File: src/rtl/cls_spi_rx.sv
// SPI-slave receiver with an ANSI-style terminal decoder driving a 2x16 character
// buffer, cursor and display configuration registers.
module cls_spi_rx (
  input  logic       clock,
  input  logic       reset,
  input  logic       ss,
  input  logic       sclk,
  input  logic       mosi,
  output logic       miso,
  output logic       rx_valid,
  output logic [7:0] rx_byte,
  output logic       char_we,
  output logic [4:0] char_addr,
  output logic [7:0] char_data,
  output logic       cursor_row,
  output logic [3:0] cursor_col,
  output logic [7:0] disp_cfg,
  output logic [7:0] cursor_cfg,
  output logic [7:0] mode_cfg,
  output logic       clear_busy,
  output logic       seq_err,
  output logic       overrun
);

  typedef enum logic [1:0] {IDLE, ESC, CSI, CLEAR} state_t;

  // Front end: synchronizers, then one alignment stage so the edge strobe and data line up
  logic       ss_meta_reg, ss_sync_reg, sclk_meta_reg, sclk_sync_reg, mosi_meta_reg, mosi_sync_reg;
  logic       sclk_prev_reg, rise_reg, mosi_d_reg, ss_d_reg;
  logic [2:0] bit_cnt_reg;
  logic [6:0] shift_reg;
  logic       rx_valid_reg;
  logic [7:0] rx_byte_reg;

  logic       pend_full_reg, overrun_reg, consume;
  logic [7:0] pend_byte_reg;

  state_t     state_reg, state_next;
  logic [7:0] p0_reg, p0_next, p1_reg, p1_next;
  logic       idx_reg, idx_next;
  logic       row_reg, row_next;
  logic [3:0] col_reg, col_next;
  logic [4:0] clr_cnt_reg, clr_cnt_next;
  logic [7:0] disp_reg, disp_next, curcfg_reg, curcfg_next, mode_reg, mode_next;
  logic       char_we_reg, char_we_next, seq_err_reg, seq_err_next;
  logic [4:0] char_addr_reg, char_addr_next;
  logic [7:0] char_data_reg, char_data_next;
  logic [11:0] acc;
  logic [7:0] digit_sat;

  always_ff @(posedge clock or negedge reset) begin
    if (!reset) begin
      // ss and sclk idle high; resetting their synchronizers to 1 avoids a false edge
      ss_meta_reg   <= 1'b1;
      ss_sync_reg   <= 1'b1;
      sclk_meta_reg <= 1'b1;
      sclk_sync_reg <= 1'b1;
      mosi_meta_reg <= 1'b0;
      mosi_sync_reg <= 1'b0;
      sclk_prev_reg <= 1'b1;
      rise_reg      <= 1'b0;
      mosi_d_reg    <= 1'b0;
      ss_d_reg      <= 1'b1;
      bit_cnt_reg   <= 3'd0;
      shift_reg     <= 7'd0;
      rx_valid_reg  <= 1'b0;
      rx_byte_reg   <= 8'd0;
    end else begin
      ss_meta_reg   <= ss;
      ss_sync_reg   <= ss_meta_reg;
      sclk_meta_reg <= sclk;
      sclk_sync_reg <= sclk_meta_reg;
      mosi_meta_reg <= mosi;
      mosi_sync_reg <= mosi_meta_reg;
      sclk_prev_reg <= sclk_sync_reg;
      rise_reg      <= sclk_sync_reg & ~sclk_prev_reg & ~ss_sync_reg;
      mosi_d_reg    <= mosi_sync_reg;
      ss_d_reg      <= ss_sync_reg;
      rx_valid_reg  <= 1'b0;
      if (ss_d_reg) begin
        bit_cnt_reg <= 3'd0;
      end else if (rise_reg) begin
        shift_reg   <= {shift_reg[5:0], mosi_d_reg};
        bit_cnt_reg <= bit_cnt_reg + 3'd1;
        if (bit_cnt_reg == 3'd7) begin
          rx_byte_reg  <= {shift_reg, mosi_d_reg};
          rx_valid_reg <= 1'b1;
        end
      end
    end
  end

  // A byte being consumed this cycle frees the slot for a byte arriving now
  assign consume = pend_full_reg && (state_reg != CLEAR);

  always_ff @(posedge clock or negedge reset) begin
    if (!reset) begin
      pend_full_reg <= 1'b0;
      pend_byte_reg <= 8'd0;
      overrun_reg   <= 1'b0;
    end else begin
      overrun_reg <= rx_valid_reg && pend_full_reg && !consume;
      if (rx_valid_reg && !(pend_full_reg && !consume)) begin
        pend_full_reg <= 1'b1;
        pend_byte_reg <= rx_byte_reg;
      end else if (consume) begin
        pend_full_reg <= 1'b0;
      end
    end
  end

  always_ff @(posedge clock or negedge reset) begin
    if (!reset) begin
      state_reg     <= IDLE;
      p0_reg        <= 8'd0;
      p1_reg        <= 8'd0;
      idx_reg       <= 1'b0;
      row_reg       <= 1'b0;
      col_reg       <= 4'd0;
      clr_cnt_reg   <= 5'd0;
      disp_reg      <= 8'd0;
      curcfg_reg    <= 8'd0;
      mode_reg      <= 8'd0;
      char_we_reg   <= 1'b0;
      char_addr_reg <= 5'd0;
      char_data_reg <= 8'd0;
      seq_err_reg   <= 1'b0;
    end else begin
      state_reg     <= state_next;
      p0_reg        <= p0_next;
      p1_reg        <= p1_next;
      idx_reg       <= idx_next;
      row_reg       <= row_next;
      col_reg       <= col_next;
      clr_cnt_reg   <= clr_cnt_next;
      disp_reg      <= disp_next;
      curcfg_reg    <= curcfg_next;
      mode_reg      <= mode_next;
      char_we_reg   <= char_we_next;
      char_addr_reg <= char_addr_next;
      char_data_reg <= char_data_next;
      seq_err_reg   <= seq_err_next;
    end
  end

  always_comb begin
    state_next     = state_reg;
    p0_next        = p0_reg;
    p1_next        = p1_reg;
    idx_next       = idx_reg;
    row_next       = row_reg;
    col_next       = col_reg;
    clr_cnt_next   = clr_cnt_reg;
    disp_next      = disp_reg;
    curcfg_next    = curcfg_reg;
    mode_next      = mode_reg;
    char_we_next   = 1'b0;
    char_addr_next = char_addr_reg;
    char_data_next = char_data_reg;
    seq_err_next   = 1'b0;
    // Decimal accumulate with saturation; 12 bits hold 255*10+9
    acc       = 12'(idx_reg ? p1_reg : p0_reg) * 12'd10 + {8'd0, pend_byte_reg[3:0]};
    digit_sat = (acc > 12'd255) ? 8'hFF : acc[7:0];
    case (state_reg)
      IDLE: if (consume) begin
        if (pend_byte_reg == 8'h1B) begin
          state_next = ESC;
        end else if (pend_byte_reg >= 8'h20 && pend_byte_reg <= 8'h7E) begin
          char_we_next   = 1'b1;
          char_addr_next = {row_reg, col_reg};
          char_data_next = pend_byte_reg;
          col_next       = col_reg + 4'd1;
          if (col_reg == 4'd15) row_next = ~row_reg;
        end
      end
      ESC: if (consume) begin
        if (pend_byte_reg == 8'h5B) begin
          state_next = CSI;
          p0_next    = 8'd0;
          p1_next    = 8'd0;
          idx_next   = 1'b0;
        end else begin
          seq_err_next = 1'b1;
          state_next   = IDLE;
        end
      end
      CSI: if (consume) begin
        state_next = IDLE;
        if (pend_byte_reg >= 8'h30 && pend_byte_reg <= 8'h39) begin
          state_next = CSI;
          if (idx_reg) p1_next = digit_sat;
          else         p0_next = digit_sat;
        end else begin
          case (pend_byte_reg)
            8'h3B: begin
              if (!idx_reg) begin
                idx_next   = 1'b1;
                state_next = CSI;
              end else begin
                seq_err_next = 1'b1;
              end
            end
            8'h48: begin
              row_next = (p0_reg != 8'd0);
              col_next = (p1_reg > 8'd15) ? 4'd15 : p1_reg[3:0];
            end
            8'h6A: begin
              if (p0_reg == 8'd0) begin
                state_next   = CLEAR;
                clr_cnt_next = 5'd0;
              end
            end
            8'h65:   disp_next    = p0_reg;
            8'h63:   curcfg_next  = p0_reg;
            8'h68:   mode_next    = p0_reg;
            default: seq_err_next = 1'b1;
          endcase
        end
      end
      CLEAR: begin
        char_we_next   = 1'b1;
        char_addr_next = clr_cnt_reg;
        char_data_next = 8'h20;
        clr_cnt_next   = clr_cnt_reg + 5'd1;
        if (clr_cnt_reg == 5'd31) begin
          state_next = IDLE;
          row_next   = 1'b0;
          col_next   = 4'd0;
        end
      end
      default: state_next = IDLE;
    endcase
  end

  assign miso       = 1'b0;
  assign rx_valid   = rx_valid_reg;
  assign rx_byte    = rx_byte_reg;
  assign char_we    = char_we_reg;
  assign char_addr  = char_addr_reg;
  assign char_data  = char_data_reg;
  assign cursor_row = row_reg;
  assign cursor_col = col_reg;
  assign disp_cfg   = disp_reg;
  assign cursor_cfg = curcfg_reg;
  assign mode_cfg   = mode_reg;
  assign clear_busy = (state_reg == CLEAR);
  assign seq_err    = seq_err_reg;
  assign overrun    = overrun_reg;

endmodule

File: config.mk
export PLATFORM = sky130hd
export DESIGN_NAME = cls_spi_rx
export DESIGN_NICKNAME = d
export VERILOG_FILES = /design/src/rtl/cls_spi_rx.sv
export SDC_FILE = /design/constraint.sdc
export NUM_CORES = 1
export LEC_CHECK = 0
export ABC_AREA = 1
export CAP_MARGIN = 15
export CORE_UTILIZATION = 53
export DETAILED_ROUTE_END_ITERATION = 7
export PLACE_DENSITY = 0.76
export SLEW_MARGIN = 20
export SYNTH_ARGS = -nofsm -noshare
export SYNTH_HDL_FRONTEND = slang
export SYNTH_SLANG_ARGS = --single-unit
File: constraint.sdc
create_clock -name clock -period 8.6 [get_ports clock]
set_input_delay 1.72 -clock clock [delete_from_list [all_inputs] [get_ports clock]]
set_output_delay 1.72 -clock clock [all_outputs]
set_load 0.005 [all_outputs]
After elaboration in Yosys (flattened, before gate mapping). Cells that the tools add are included.

Add/sub/neg operators: 4. $mul: 1. Div/mod/pow operators: 0. $lt $le $gt $ge: 6. Eq/ne operators: 32. Shift-type cells: 0. Muxes and demuxes: 78. Bitwise logic cells: 7. Reductions and logical operators: 32.

Operator list (number): $mux 8 (13); $eq 8x7->1 const B (6); $pmux 8 s2 (3); $mux 5 (7); $mux 4 (8); $ne 2x2->1 const B (15); $mux 1 (26); $pmux 5 s2 (2); $mux 2 (9); $reduce_and 6->1 (3); $ge 8x6->1 const B (2); $reduce_and 4->1 (4); $add 12x4->12 (1); $gt 12x8->1 const B (1); $pmux 4 s3 (1); $mul 8x3->11 const B (1); $reduce_and 5->1 (2); $reduce_bool 2->1 (5); $reduce_and 9->1 (1); $eq 8x5->1 const B (1); $eq 8x6->1 const B (1); $gt 8x4->1 const B (1); $le 8x6->1 const B (1); $le 8x7->1 const B (1); other kinds (26) (45).

Register bits: 107. Bits in latches: 0. Memory bits (writable): 0. Memory bits (read-only): 0. Bits of input ports: 5. Output and inout bits: 56. Memories: 0.

Depth between registers and ports, before layout.
Depth in word-level cells: 9. Gate-level depth with buffers: 17.

Least setup slack after synthesis. OpenSTA, ideal clock, no wires.

Kind: register to register. Start point: reg idx_reg. End point: reg p0_reg[0]. Library setup time: 0.118 ns. Arrival: 3.026 ns. Required time: 8.482 ns. Slack: 5.456 ns. Stages on the path, launching flop included: 17. Path buffers: 2. Cells stage by stage: dfrtp_1 buf_2 clkbuf_1 o21ai_0 ha_1 ha_1 fa_1 nand2_1 inv_1 nand2_1 nand2_1 nand2_1 nor2_1 a21oi_1 nand4_1 nand3_1 nand2_1.

Word-level cells in the longest chain between the ends: 9.

RTL lines: start, declared (line 40) `logic idx_reg, idx_next;`; start signal, assigned (line 132) `idx_reg <= idx_next;`; $mux 8 (line 162) `acc = 12'(idx_reg ? p1_reg : p0_reg) * 12'd10 + {8'd0, pend_byte_reg[3:0]};`; $mul 8x3->11 (line 162); $add 12x4->12 (line 162); $gt 12x8->1 (line 163) `digit_sat = (acc > 12'd255) ? 8'hFF : acc[7:0];`; $mux 8 (line 163); $mux 8 (line 191) `if (idx_reg) p1_next = digit_sat;`; $mux 8 (line 189) `if (pend_byte_reg >= 8'h30 && pend_byte_reg <= 8'h39) begin`; $mux 8 (line 187) `CSI: if (consume) begin`; $pmux 8 s2 (line 164) `case (state_reg)`; end signal, assigned (line 130) `p0_reg <= p0_next;`; end, declared (line 39) `logic [7:0] p0_reg, p0_next, p1_reg, p1_next;`.

Parallel ways exist; a longest one is shown, timed or not. The select of a mux whose other input is x is not followed. A chain may end at the register's enable or synchronous reset.

Worst setup path in the final report.
Start point: reg idx_reg. End point: reg p0_reg[5].

Same word-level chain as after synthesis.

==> impl_results.md <==
* Status: finished, final reports clean
* First-pass GRT wire length at 19900 µm
* Crit Path Class: reg -> reg
* CTS tree: done
* Die W at roughly 100 µm
* I/O pin count at a little over 60
* Core area at 9820 µm²
* Post-synth EDFFs at 0
* Gpl congestion at between 0.8 and 0.9
* Setup Fix Bufs, Post-CTS at 0
* Ys async rst share at 1.00
* Adder-cell area share of the yosys netlist at 0.0652
* Unique masters post-synth at 44
* Final WS setup at between 4 and 5 ns
* Peak supply drop at between 0.09 and 0.1 mV
* LEAKAGE at around 3.2 nW
* Fin crit share at 0.431
* Largest family of logic cells by synthesized area: simple AND/OR/NAND/NOR gates
* Post-DR vias/cell at between 5 and 6
* Row count at 36
* Power Density at 133 nW/µm²
* Worst EP required at 8.86 ns
* Rel. slew slack at 0.291
* Met2 usage at 0.396
* Least-Margin Pin Slew at 1.06 ns
* Synth Area in Compound Gates at 0.106
* Max H-tree Level at 3
* Reg-to-reg endpoint: p0_reg[5]
* CTS Buffer Depth at 2
* Final hold violation count at 0
* DRT Wirelength at about 12000 µm
* Syn Inst Count at 626
* GRT overflow at 0
* Most used routing layer: met2
* Hold Crit Class: reg -> reg
* Max Clock Skew at 0.0144 ns
* Clock root cell: clkbuf_8
* DIE AREA at 10600 µm²
* Pin count of the biggest net entering global routing at 77
* Clk_lat worst skew at 0.38 ns
* Fraction of layout cells with a size suffix above 1 at 0.0827
* Initial antenna violation count at 0
* Yosys warning count at 0
* Met1 Track Usage GR at 0.345
* RSZ-0062 raised after global routing: false
* Initial DRT Pass Iterations at 5
* WL per Instance at around 15 µm
* GRT Overall Usage at 0.246
* # DRC at 0
* Synthesis-to-layout area growth at 16.2%
* # hold bufs at CTS at 0
* Synthesized cell area at between 5000 and 6000 µm²
* Number of synthesized register bits at 107
* Cell Count, Final, Fillers Out at 822
* R2R setup slack at about 5 ns
* Maximum fanout along the worst path at 19
* Post-layout util at 0.640
* Multiplexer area fraction after synthesis at 0.0167
* DP Wirelength at ~8800 µm
* Final Slew Violations at 0
* Ys flop type: dfrtp_1
* Max Clk Rate at about 270 MHz
* R2R depth at 14
* M3 GR Usage at 0.0400
* Worst Hold End: ss_sync_reg
* Detail Route Antenna Nets at 0
* Post-Synth Simple-Gate Area at 0.233
* Die height at around 100 µm
* Crit. End Element: flip-flop
* Endpoints failing setup at 0
* N_diodes at 0
* Crit Reg-Reg Startpoint: idx_reg
* Buffers on Ports at between 50 and 60
* Placement Setup Slack at 4.93 ns
* Critical path launch point type: flip-flop
* Clk pin slew, worst setup/hold paths at 0.11 ns
* Initial Util at 0.551
* Vias at between 4000 and 5000
* Setup TNS at 0 ns
* Nets at 716
* Number of gates resized after CTS at 0
* Num CTS Buffers at 9
* Hold path depth at 0
* Mean post-synth cell area at between 8 and 9 µm²
* Seq/Total Area, Yosys at 0.497
* Critical Path AT at just under 4 ns
* Vias in the first global route at 4183
* Post-route minimum period at ~3.7 ns
* Xor-xnor portion of the synthesized cell area at 0.00972
* Synthesized Nets at around 660
* Clk sink count at between 100 and 150
* Detailed Route Iter0 Violations at 228
* # Max-Cap Violations at 0
* HP Start: ss_meta_reg
* Placed cell count at 806
==> metal layers <==
metal	vias to the layer above	share of wire
met2	106	0.48
met3	15	0.045
li1	2153	-
met5	-	0
met4	0	0.013
met1	2149	0.47
==> cells in the mapped netlist (5+ instances only) <==
library cell  instances  area (µm²)
nand3_2               5        50.1
mux2i_1               9        90.1
inv_1                76         285
o22ai_1               7        43.8
nand4_1              12        75.1
o21ai_1              10        50.1
nor2_1               45         169
nand3_1              39         195
o21ai_2               8        70.1
dfrtp_1             101        2530
a21oi_1              19        95.1
o21ai_0              46         230
ha_1                 25         313
clkbuf_1              6        22.5
dfstp_2               6         158
nand2_1             158         593
==> area by class of cell <==
| class | instances | area, µm² |
|---|---|---|
| inverters | 81 | 310 |
| fillers | 861 | 3540 |
| clock buffers | 9 | 124 |
| repair buffers | 60 | 596 |
| multi-input cells | 425 | 2330 |
| flip-flops and latches | 107 | 2690 |
| well taps | 133 | 166 |
| clock inverters | 7 | 68.8 |
==> power breakdown <==
group	internal (mW)	switching, mW
clock network	0.112	0.187
registers	0.512	0.00408
logic	0.00437	0.0142
total	0.629	0.205
==> cell usage in the layout (no fill, tap or decap), types with 3 or more instances in the layout <==
cell / n
inv_2: 3
nand2_2: 4
o21ai_1: 10
dfrtp_1: 101
nor2_2: 4
nor3_1: 4
dfstp_2: 6
clkbuf_8: 9
nand4_1: 12
nand3_2: 5
inv_1: 76
nand3_1: 39
o21ai_2: 8
nor2_1: 45
mux2i_1: 9
o22ai_1: 7
o21ai_0: 46
ha_1: 25
nand2_1: 158
clkdlybuf4s50_1: 58
a21oi_1: 19
xnor2_1: 3
xor2_1: 3
==> worst max-delay path: stages, from the launching register on <==
cell,delay (ns)
dfrtp_1,0.57
o21ai_0,0.49
ha_1,0.32
ha_1,0.24
fa_1,0.51
nand2_1,0.12
nor2_1,0.05
nand2_1,0.06
nand2_1,0.06
nand2_1,0.08
nor2_1,0.05
a21oi_1,0.56
nand4_1,0.26
nand3_1,0.15
nand2_1,0.08
==> through the flow <==
stage	hold WS, ns	total power [mW]	instance area [µm²]
after floorplan	0.331	0.531	5410
final	0.363	0.834	6280
after detailed placement	0.342	0.545	6090
after CTS	0.365	0.838	6280
after global routing	0.366	0.858	6280
after global placement	0.338	0.544	6090
==> cell families after synthesis <==
logic type	Yosys count
AND/OR/NAND/NOR	282
flip-flops	107
AO/OA/AOI/OAI	100
buffers and inverters	94
adder cells (fa/ha/maj)	27
multiplexers	9
XOR/XNOR	6
other	1
==> how the worst max path moves through the flow <==
stage | start | end | slack [ns]
after global routing | idx_reg | p0_reg[5] | 4.56
after CTS | idx_reg | p0_reg[5] | 4.93
after global placement | idx_reg | p0_reg[5] | 5.18
after floorplan | idx_reg | p0_reg[0] | 5.46
final | idx_reg | p0_reg[5] | 4.90
after detailed placement | idx_reg | p0_reg[5] | 4.93
(Power assumes the default switching activity.)
